File: config.mk
export PLATFORM = sky130hd
export DESIGN_NAME = pipe_hazard_ctrl
export DESIGN_NICKNAME = d
export VERILOG_FILES = /design/src/rtl/pipe_hazard_ctrl.sv
export SDC_FILE = /design/constraint.sdc
export NUM_CORES = 1
export LEC_CHECK = 0
export CORE_ASPECT_RATIO = 1.75
export CORE_MARGIN = 2
export CORE_UTILIZATION = 35
export DETAILED_ROUTE_END_ITERATION = 10
export PLACE_DENSITY = 0.64
export SLEW_MARGIN = 40
export SYNTH_ARGS = -nofsm -noshare
export SYNTH_HDL_FRONTEND = slang
export SYNTH_SLANG_ARGS = --single-unit
File: constraint.sdc
create_clock -name clk_i -period 3.2 [get_ports clk_i]
set_input_delay 0.64 -clock clk_i [delete_from_list [all_inputs] [get_ports clk_i]]
set_output_delay 0.64 -clock clk_i [all_outputs]
set_load 0.005 [all_outputs]
File: src/rtl/pipe_hazard_ctrl.sv
// Pipeline hazard controller for a 5-stage in-order core.
// Detects load-use hazards between EX and ID, flushes on taken branches,
// and holds the front end while a multicycle multiply/divide runs, with
// a watchdog that forces release if the MDU never reports completion.
// All control outputs are Mealy: combinational from state and current inputs.
module pipe_hazard_ctrl #(
    parameter int MDU_TIMEOUT = 64,
    parameter int CNT_W       = 16
) (
    input  logic             clk_i,
    input  logic             rst_i,
    input  logic [4:0]       ifid_rs1,
    input  logic [4:0]       ifid_rs2,
    input  logic             ifid_use_rs2,
    input  logic [4:0]       idex_rd,
    input  logic             idex_memread,
    input  logic             branch_taken,
    input  logic             id_mdu_op,
    input  logic             mdu_done,
    output logic             pc_write,
    output logic             ifid_write,
    output logic             idex_bubble,
    output logic             ifid_flush,
    output logic             mdu_start,
    output logic             mdu_timeout,
    output logic [1:0]       state_o,
    output logic [CNT_W-1:0] stall_cnt
);

    // Timer only needs to reach MDU_TIMEOUT-1; keep it at least one bit wide.
    localparam int TMR_W = (MDU_TIMEOUT > 1) ? $clog2(MDU_TIMEOUT) : 1;
    localparam logic [TMR_W-1:0] TMR_LAST = TMR_W'(MDU_TIMEOUT - 1);
    localparam logic [CNT_W-1:0] CNT_MAX  = '1;

    localparam logic [1:0] ST_RUN      = 2'b00;
    localparam logic [1:0] ST_LU_STALL = 2'b01;
    localparam logic [1:0] ST_MDU_BUSY = 2'b10;

    logic [1:0]       state_q, state_d;
    logic [TMR_W-1:0] timer_q, timer_d;
    logic [CNT_W-1:0] stall_cnt_q, stall_cnt_d;
    logic             mdu_timeout_q, mdu_timeout_d;
    logic             load_use;

    // Load in EX writes a register the ID instruction actually reads (x0 never hazards).
    always_comb begin
        load_use = idex_memread && (idex_rd != 5'd0) &&
                   ((idex_rd == ifid_rs1) || (ifid_use_rs2 && (idex_rd == ifid_rs2)));
    end

    // Next-state, MDU timer/timeout and Mealy control outputs.
    always_comb begin
        state_d       = state_q;
        timer_d       = timer_q;
        mdu_timeout_d = mdu_timeout_q;
        pc_write      = 1'b1;
        ifid_write    = 1'b1;
        idex_bubble   = 1'b0;
        ifid_flush    = 1'b0;
        mdu_start     = 1'b0;

        case (state_q)
            ST_RUN: begin
                if (branch_taken) begin
                    // Wrong-path instructions in IF/ID and ID/EX are squashed;
                    // the PC still advances to the branch target.
                    ifid_flush  = 1'b1;
                    idex_bubble = 1'b1;
                end else if (load_use) begin
                    pc_write    = 1'b0;
                    ifid_write  = 1'b0;
                    idex_bubble = 1'b1;
                    state_d     = ST_LU_STALL;
                end else if (id_mdu_op) begin
                    mdu_start   = 1'b1;
                    pc_write    = 1'b0;
                    ifid_write  = 1'b0;
                    idex_bubble = 1'b1;
                    timer_d     = '0;
                    state_d     = ST_MDU_BUSY;
                end
            end

            ST_LU_STALL: begin
                // The load has moved on to MEM, so the hazard is resolved by
                // forwarding; only a taken branch can alter this cycle.
                if (branch_taken) begin
                    ifid_flush  = 1'b1;
                    idex_bubble = 1'b1;
                end
                state_d = ST_RUN;
            end

            ST_MDU_BUSY: begin
                // EX holds a bubble here, so branch_taken cannot be genuine.
                if (mdu_done) begin
                    state_d = ST_RUN;
                end else if (timer_q == TMR_LAST) begin
                    mdu_timeout_d = 1'b1;
                    state_d       = ST_RUN;
                end else begin
                    pc_write    = 1'b0;
                    ifid_write  = 1'b0;
                    idex_bubble = 1'b1;
                    timer_d     = timer_q + 1'b1;
                end
            end

            default: begin
                state_d = ST_RUN;
            end
        endcase

        // Hold the front end and inject bubbles while reset is asserted.
        if (!rst_i) begin
            pc_write    = 1'b0;
            ifid_write  = 1'b0;
            idex_bubble = 1'b1;
            ifid_flush  = 1'b0;
            mdu_start   = 1'b0;
        end
    end

    // Frozen-PC cycle counter, saturating at all-ones.
    always_comb begin
        stall_cnt_d = stall_cnt_q;
        if (!pc_write && (stall_cnt_q != CNT_MAX)) begin
            stall_cnt_d = stall_cnt_q + 1'b1;
        end
    end

    // State registers; asynchronous reset abandons any MDU operation.
    always_ff @(posedge clk_i or negedge rst_i) begin
        if (!rst_i) begin
            state_q       <= ST_RUN;
            timer_q       <= '0;
            stall_cnt_q   <= '0;
            mdu_timeout_q <= 1'b0;
        end else begin
            state_q       <= state_d;
            timer_q       <= timer_d;
            stall_cnt_q   <= stall_cnt_d;
            mdu_timeout_q <= mdu_timeout_d;
        end
    end

    assign state_o     = state_q;
    assign stall_cnt   = stall_cnt_q;
    assign mdu_timeout = mdu_timeout_q;

endmodule

==> results of run 1 <==
layout by cell type, fill, tap and decap left out, types with 2 or more instances in the layout:
master           synthesis  routed
clkdlybuf4s50_1          0      40
nor4_1                  11      11
xnor2_1                 11      11
nand4_1                  5       5
o21ai_0                  2       2
nor3_1                   4       4
buf_4                    1      13
ha_1                     2       2
nand2_1                 16      16
clkbuf_8                 0       3
and3_1                   3       3
dlygate4sd2_1            0       3
or3_1                    2       2
nor2_1                  14      14
nand3_1                 12      12
a21oi_2                  0       2
dfrtp_1                 25      25
xor2_1                  17      17
nor4b_1                  2       2
worst max path at each step:
stage	start	endpoint	slack (ns)
2_1_floorplan	idex_rd[1]	pc_write	0.46
3_5_place_dp	idex_rd[1]	ifid_write	-0.15
6_report	idex_rd[2]	idex_bubble	0.09
3_3_place_gp	idex_rd[1]	idex_bubble	-0.12
4_1_cts	idex_rd[4]	idex_bubble	0.03
5_1_grt	idex_rd[1]	pc_write	-0.03
power by group through the flow:
stage / combinational [W] / clock [W] / sequential (W)
floorplan: 0.000243 / 0 / 0.000543
global placement: 0.000531 / 0 / 0.000556
detailed placement: 0.000541 / 0 / 0.000567
CTS: 0.000548 / 0.000205 / 0.000561
global route: 0.000598 / 0.000225 / 0.000580
finish: 0.000542 / 0.000202 / 0.000560
final cells by class:
type	instances	area, um2
tap	49	61.3
clock inverter	1	8.76
clock buffer	3	41.3
timing repair buffer	58	547
fill	399	1960
sequential	25	626
multi-input combinational	121	832
per-stage QoR:
| stage | cells | power [W] | TNS, ns |
|---|---|---|---|
| CTS | 257 | 0.00131 | 0 |
| global route | 257 | 0.00140 | -0.0529 |
| finish | 257 | 0.00130 | 0 |
| detailed placement | 252 | 0.00111 | -0.531 |
| floorplan | 150 | 0.000785 | 0 |
| global placement | 252 | 0.00109 | -0.418 |
layer usage:
layer	vias up	track usage, %	wire length [um]
met5	-	0	0
met4	0	4.66	35
met3	5	2.17	173
met2	53	36.4	2270
met1	647	18.5	1390
li1	649	-	-
logic make-up (layout without fill, tap and decap cells):
| kind of cell | after synthesis | count (layout) | synth area share (%) |
|---|---|---|---|
| xor+xnor | 28 | 28 | 16.8 |
| fa+ha+maj | 2 | 2 | 1.72 |
| flops | 25 | 25 | 43.0 |
| mux | 2 | 2 | 1.72 |
| simple gates | 79 | 79 | 29.7 |
| compound gates | 10 | 10 | 5.24 |
| buf+inv | 4 | 62 | 1.80 |
registers in the layout (all words and copies together), names as in the netlist:
register     count
mdu_timeout      1
stall_cnt       16
state_o          2
timer_q          6
worst max-delay path, delay by kind of cell:
family                 cells  cell delay [ns]
buffers and inverters      2             0.62
AOI/OAI and AO/OA          3             0.61
and+or+nand+nor            2             0.59
timing repair:
item / CTS / global route
pin swaps: 2 / 2
setup buffers: 1 / 0
setup endpoints to repair: 4 / 3
resized for setup: 7 / 6
hold buffers: 0 / 0
==> flow_metrics.py, run 1 <==
metrics = {
    "cts": {
        "max-clock-path-buffers": 2,
        "insertion_delay_ns": 0.28,
        "htreeDepth": 1,
        "cts-root-buf": "clkbuf_8",
        "cts-buffers-inserted": 3,
        "cts_tree": "done",
        "clkTransAtPathRegs_ns": 0.10,
        "cts_sinks": 25,
    },
    "placement": {
        "place_area_um2": 2030,
        "place_ws_ns": -0.148,
        "dp_hpwl_mm": 3.13,
        "io_buffers": 45,
        "gp_congestion": 0.832,
    },
    "run_status": {
        "status": "completed",
    },
    "grt": {
        "grt_pass1_wl_mm": 6.40,
        "grt_usage_pct": 18.0,
        "overflow": 0,
        "grt_max_degree": 17,
        "grt_pass1_vias": 1431,
        "antenna_found_initial": 0,
    },
    "timing": {
        "finalMaxSlewViolations": 0,
        "setup_viol": 0,
        "hold_viol": 0,
        "fin_crit_sh_pct": 97.1,
        "period_needed_ns": 3.11,
        "skew_ns": 0.0137,
        "worst_slack_ns": 0.0927,
        "hold_ws_ns": 0.477,
        "tightest_slew_ns": 0.596,
        "clock.fmax_ghz": 0.322,
        "slew-limit-headroom_pct": 60.0,
    },
    "power": {
        "p_int_w": 0.000830,
        "netSwitchingPower_w": 0.000473,
        "switching_share_pct": 36.3,
        "powerDensity_nw_per_um2": 616,
        "seq_power_share_pct": 43.0,
        "pwr-share-comb_pct": 41.6,
        "p_leak_nw": 0.862,
        "ir_drop_uv": 280,
        "clockPowerShare_pct": 15.5,
    },
    "setup_path": {
        "r2r-end": "stall_cnt[1]$_DFFE_PN0P_",
        "required_ns": 2.56,
        "critPathCaptureType": "output pin",
        "max_stage_delay_ns": 0.54,
        "r2r_start": "stall_cnt[0]$_DFFE_PN0P_",
        "cp_data_arrival_time_ns": 2.47,
        "path_max_fanout": 4,
        "critPathKind": "input port to output pin",
        "reg2reg_depth": 6,
        "cp_slowest_cell": "or4_4",
        "rrSetupSlack_ns": 1.00,
        "cp_cell_sequence": "clkdlybuf4s50_1 > or4_4 > o21a_4 > a21oi_2 > nor2_1 > o31a_1 > clkdlybuf4s15_1",
        "start_kind": "input port",
    },
    "synthesis": {
        "synthesis.area_um2": 1460,
        "synth_largest_area_cell": "dfrtp_1",
        "yosys_warnings": 0,
        "synth_edf_count": 0,
        "synth_cell_types": 34,
        "synth.most_common_cell": "dfrtp_1",
        "ys_seq_elements": 25,
        "ys.flop_type": "dfrtp_1",
        "synth.area.top_cells": "dfrtp_1 43%, xor2_1 10%, xnor2_1 6.6%",
        "syn-num-nets": 174,
        "post_synth.cell_area_avg_um2": 9.71,
        "synth_commonest_cells": "25 x dfrtp_1, 17 x xor2_1, 16 x nand2_1",
        "yosys.area.top_type_share_pct": 43.0,
        "async_reset_ff_share_pct": 100,
        "netlist_instances": 150,
        "yosysSeqAreaShare_pct": 43.0,
    },
    "finish": {
        "stdcell_area_um2": 2120,
        "drive_gt1_share_pct": 14.4,
        "postLayoutCoreUtil_pct": 52.0,
        "num_antenna_cells": 0,
        "nNetsFinal": 233,
        "areaGrowthSynthToFinish_pct": 45.3,
    },
    "floorplan": {
        "die_height_um": 89.3,
        "fp.coreArea_um2": 4070,
        "start_util_pct": 35.8,
        "die-area_um2": 4710,
        "std_cell_rows": 31,
        "die_w_um": 52.8,
        "top_level_ports": 46,
    },
    "route": {
        "num_vias": 1354,
        "ant_nets": 0,
        "drt-initial-drc-count": 27,
        "avgViaCountPerCell": 5.27,
        "wl_per_cell_um": 15.1,
        "dr.pass1.iters": 4,
        "wirelength_mm": 3.87,
        "route.detailed.drc": 0,
    },
    "worst_hold_path": {
        "hp-class": "register to register",
        "worstHoldStart": "mdu_timeout$_DFFE_PN0P_",
        "hold_depth": 1,
        "hold_end": "mdu_timeout$_DFFE_PN0P_",
    },
    "job": {
        "drv_cap": 0,
    },
}
Note: power is estimated with default switching activity, not from simulation.
==> run 2, diff against run 1 <==
==> constraint.sdc (replaced) <==
create_clock -name clk_i -period 3.2 [get_ports clk_i]
set_input_delay 0.64 -clock clk_i [delete_from_list [all_inputs] [get_ports clk_i]]
set_output_delay 0.64 -clock clk_i [all_outputs]
set_load 0.1 [all_outputs]
==> flow_metrics.py, run 2 (synthesis results as in run 1) <==
metrics = {
    "timing": {
        "clock.fmax_ghz": 0.322,
        "finalMaxSlewViolations": 0,
        "fin_crit_sh_pct": 97.0,
        "skew_ns": 0.0119,
        "hold_viol": 0,
        "rsz0062_at_grt": "false",
        "period_needed_ns": 3.10,
        "fin_tns_setup_ns": 0,
        "tightest_slew_ns": 0.677,
        "slew-limit-headroom_pct": 54.5,
        "setup_viol": 0,
    },
    "setup_path": {
        "path_max_fanout": 4,
        "cp_data_arrival_time_ns": 2.46,
        "critPathKind": "input port to output pin",
        "critPathCaptureType": "output pin",
        "required_ns": 2.56,
        "start_kind": "input port",
        "reg2reg_depth": 6,
    },
    "worst_hold_path": {
        "hold_depth": 1,
        "hp-class": "register to register",
    },
    "grt": {
        "met1_usage_pct": 15.9,
        "grt_max_degree": 31,
        "grt_usage_pct": 17.3,
        "grt_pass1_wl_mm": 6.02,
        "grt_util_met3_pct": 2.51,
        "use_met2_pct": 35.9,
        "grt_pass1_vias": 1385,
        "top_usage_layer": "met2",
        "overflow": 0,
        "antenna_found_initial": 0,
    },
    "route": {
        "dr.pass1.iters": 4,
        "num_vias": 1350,
        "ant_nets": 0,
        "drt-initial-drc-count": 35,
        "wirelength_mm": 3.77,
        "wl_per_cell_um": 15.0,
        "avgViaCountPerCell": 5.38,
        "route.detailed.drc": 0,
    },
    "power": {
        "p_leak_nw": 0.849,
        "powerDensity_nw_per_um2": 967,
        "total_power_w": 0.00199,
        "ir_drop_uv": 750,
    },
    "cts": {
        "cts_tree": "done",
        "insertion_delay_ns": 0.27,
        "max-clock-path-buffers": 2,
        "cts_hold_buffers": 0,
        "htreeDepth": 1,
        "cts_sinks": 25,
        "clkTransAtPathRegs_ns": 0.09,
        "cts-buffers-inserted": 3,
        "cts_resized": 0,
        "cts_setup_buffers": 0,
        "cts-root-buf": "clkbuf_8",
    },
    "floorplan": {
        "std_cell_rows": 31,
        "die_w_um": 52.8,
        "fp.coreArea_um2": 4070,
        "die-area_um2": 4710,
        "top_level_ports": 46,
        "die_height_um": 89.3,
        "start_util_pct": 35.8,
    },
    "finish": {
        "layout_common_cells": "26 x buf_4, 23 x dfrtp_1, 21 x clkdlybuf4s50_1, 17 x xor2_1, 16 x nand2_1",
        "nNetsFinal": 227,
        "num_antenna_cells": 0,
        "fillCellCount": 398,
        "mostFrequentLayoutCell": "buf_4",
        "largest_reg_flops": 16,
        "drive_gt1_share_pct": 22.3,
        "areaGrowthSynthToFinish_pct": 41.1,
    },
    "placement": {
        "io_buffers": 45,
        "dp_hpwl_mm": 3.03,
        "gp_congestion": 0.773,
    },
    "run_status": {
        "status": "completed",
    },
    "job": {
        "drv_cap": 0,
    },
}
## run 2: cell count changes in the layout (fill, tap and decap cells not counted), moves of 2 or more
cell / delta
dfrtp_1: -2
a21oi_1: +2
clkdlybuf4s50_1: -19
buf_4: +13
dfrtp_2: +2
a21oi_2: -2
dlygate4sd2_1: -3
buf_12: +5
## run 2: where the power goes
group	internal [W]	switching (W)
combinational	0.000296	0.000949
clock	0.0000869	0.0000963
sequential	0.000419	0.000139
total	0.000802	0.00118
## run 2: worst max-delay path, stage by stage
cell and delay (ns):
clkdlybuf4s50_1 0.42, or4_1 0.52, o21a_1 0.25, a21oi_1 0.15, nor2_1 0.05, o31a_1 0.27, buf_12 0.18
## run 2: final timing paths
path | from | slack (ns) | end
setup reg to reg | stall_cnt[0]$_DFFE_PN0P_ | 0.99 | stall_cnt[1]$_DFFE_PN0P_
hold / removal | mdu_timeout$_DFFE_PN0P_ | 0.50 | mdu_timeout$_DFFE_PN0P_
max in group asynchronous | rst_i | 2.07 | state_o[1]$_DFFE_PN0P_
min in group asynchronous | rst_i | 0.85 | stall_cnt[9]$_DFFE_PN0P_
hold reg to reg | mdu_timeout$_DFFE_PN0P_ | 0.50 | mdu_timeout$_DFFE_PN0P_
setup / recovery | idex_rd[1] | 0.1 | idex_bubble
## run 2: layer usage
metal	part of all wire, %	routed length [um]
met2	57	2160
met1	35	1330
met4	1.9	70
met5	0	0
met3	5.5	209
## run 2: layout make-up
class                           instances  area [um2]  share of cell area, %
Sequential cell                        25         628                   30.6
Clock inverter                          1        5.00                  0.244
Tap cell                               49        61.3                   2.98
Clock buffer                            3        41.3                   2.01
Multi-Input combinational cell        121         813                   39.6
Timing Repair Buffer                   52         505                   24.6
## run 2: through the flow
stage          std cells  hold slack, ns  instance area (um2)  worst slack [ns]  utilization (%)
4_1_cts              251           0.504                 2050            0.0365             50.3
2_1_floorplan        150           0.344                 1460           0.00763                -
6_report             251           0.499                 2050            0.0970             50.4
5_1_grt              251           0.523                 2050            0.0144             50.4
3_5_place_dp         247           0.481                 2000           0.00538             49.2
3_3_place_gp         247           0.471                 2000            0.0900             49.2
==> variant (flow settings as in run 1) <==
Put one more register stage on the output `stall_cnt`, without a reset. The value now appears one clock later. The other outputs are not delayed to match.
--- a/src/rtl/pipe_hazard_ctrl.sv
+++ b/src/rtl/pipe_hazard_ctrl.sv
@@ -145,7 +145,9 @@
     end
 
     assign state_o     = state_q;
-    assign stall_cnt   = stall_cnt_q;
+    always_ff @(posedge clk_i) begin
+        stall_cnt <= stall_cnt_q;
+    end
     assign mdu_timeout = mdu_timeout_q;
 
 endmodule
Behaviour: not the same (Yosys sat finds a counterexample within 4 cycles, from zero or initial values and one cycle with rst_i low).
==> variant against run 1 <==
- die area grew 16%
- routed wire length decreased by 0.31%
- power increased by 11%
- non-clock buffer count up 5
- area after synthesis increased by 17%
- sequential cell count grew 16
- setup slack gained 0.019 ns
- cell area is 17% higher
- sequential power up 31%
- critical endpoint is now mdu_start
==> variant: results (changes against run 1) <==
Status:
- Outcome: finished clean (unchanged).

Worst setup path:
- The number of cells on the worst reg-to-reg path is 9 (was 6).
- The family with the most delay on the worst path is simple AND/OR/NAND/NOR gates (was buffers and inverters).
- The slowest cell on the critical path is sky130_fd_sc_hd__or4_1 (was sky130_fd_sc_hd__or4_4).
- The maximum fanout encountered on the critical timing path was 3 (was 4).
- The end point of the critical path is mdu_start (was idex_bubble).

Global routing:
- The met1 routing resource usage after global routing is 13.6% (was 18.5%).
- The global-route usage over all layers was 15.0% (was 18.0%).
- The global-route track usage on met3 is 2.66% (was 2.17%).
- The wire length of the first global-routing pass is 6270 um (was 6400 um).
- The largest net degree at the start of global routing is 25 (was 17).

Place:
- The post-detailed-placement half-perimeter wirelength came to 3050 um (was 3130 um).
- The number of cells in the design after placement was 268 (was 252).
- The placed cell area is 0.00232 mm^2 (was 0.00203 mm^2).

Finish:
- The share of post-route cells with drive strength above 1 is 16.4% (was 14.4%).
- The sequential fraction of total cell area is 38.4% (was 29.6%).
- The non-clock buffer area fraction after layout was 23.6% (was 25.8%).
- The count of plain and timing-repair buffers in the layout was 63 (was 58).
- The final-layout clock buffer total is 7 (was 3).
- The share of the final layout cell area in multi-input gates came to 30.7% (was 39.3%).
- The count of filler cells inserted in the layout was 447 (was 399).

Clock network:
- The total CTS buffers is 5 (was 3).
- The H-tree level count is 2 (was 1).
- The count of cells resized by post-cts repair is 11 (was 7).

Routing:
- The length of routed met3 wiring is 211 um (was 173 um).
- The routed length on met1 is 1350 um (was 1390 um).
- The detailed-routing iteration count for the pre-antenna-repair pass was 6 (was 4).
- The final wirelength is 3860 um (was 3870 um).

Logic synthesis:
- Most used standard cells in the synthesized netlist: sky130_fd_sc_hd__dfrtp_1, sky130_fd_sc_hd__xnor2_1, sky130_fd_sc_hd__dfxtp_1, sky130_fd_sc_hd__nand2_1, sky130_fd_sc_hd__nor2_1 (was sky130_fd_sc_hd__dfrtp_1, sky130_fd_sc_hd__xor2_1, sky130_fd_sc_hd__nand2_1, sky130_fd_sc_hd__nor2_1, sky130_fd_sc_hd__nand3_1).
- Leading post-synthesis cells by cell area: sky130_fd_sc_hd__dfrtp_1, sky130_fd_sc_hd__dfxtp_1, sky130_fd_sc_hd__xnor2_1 (was sky130_fd_sc_hd__dfrtp_1, sky130_fd_sc_hd__xor2_1, sky130_fd_sc_hd__xnor2_1).
- The fraction of the yosys area taken by sequential cells is 55.4% (was 43.0%).
- The net count of the mapped netlist is 182 (was 174).

STA:
- The worst slack on hold paths is 0.421 ns (was 0.477 ns).
- The worst slew margin relative to its limit is 70.7% (was 60.0%).
- The highest clock rate came to 0.324 GHz (was 0.322 GHz).
- The maximum clock skew at final layout is 0.00246 ns (was 0.0137 ns).
## variant: changes by cell type after synthesis, sizes merged, moves of 3 or more
cell / change
and2: +3
nand4: +5
o21ai: +3
or2: -3
nand3: -7
xnor2: +8
xor2: -11
dfxtp: +16
inv: +4
nor4: -11
## variant: power groups by stage
stage,combinational (mW),clock (mW),sequential (mW)
6_report,0.357,0.360,0.732
5_1_grt,0.389,0.392,0.750
4_1_cts,0.364,0.371,0.734
3_5_place_dp,0.360,0,0.739
3_3_place_gp,0.353,0,0.741
2_1_floorplan,0.163,0,0.727
## variant: logic make-up after synthesis
group / after synthesis / share of synthesized area [%]
buffers and inverters: 7 / 2.05
AO/OA/AOI/OAI: 18 / 7.84
XOR/XNOR: 25 / 12.8
adder cells (fa/ha/maj): 2 / 1.46
AND/OR/NAND/NOR: 64 / 19.8
multiplexers: 1 / 0.659
flip-flops: 41 / 55.4
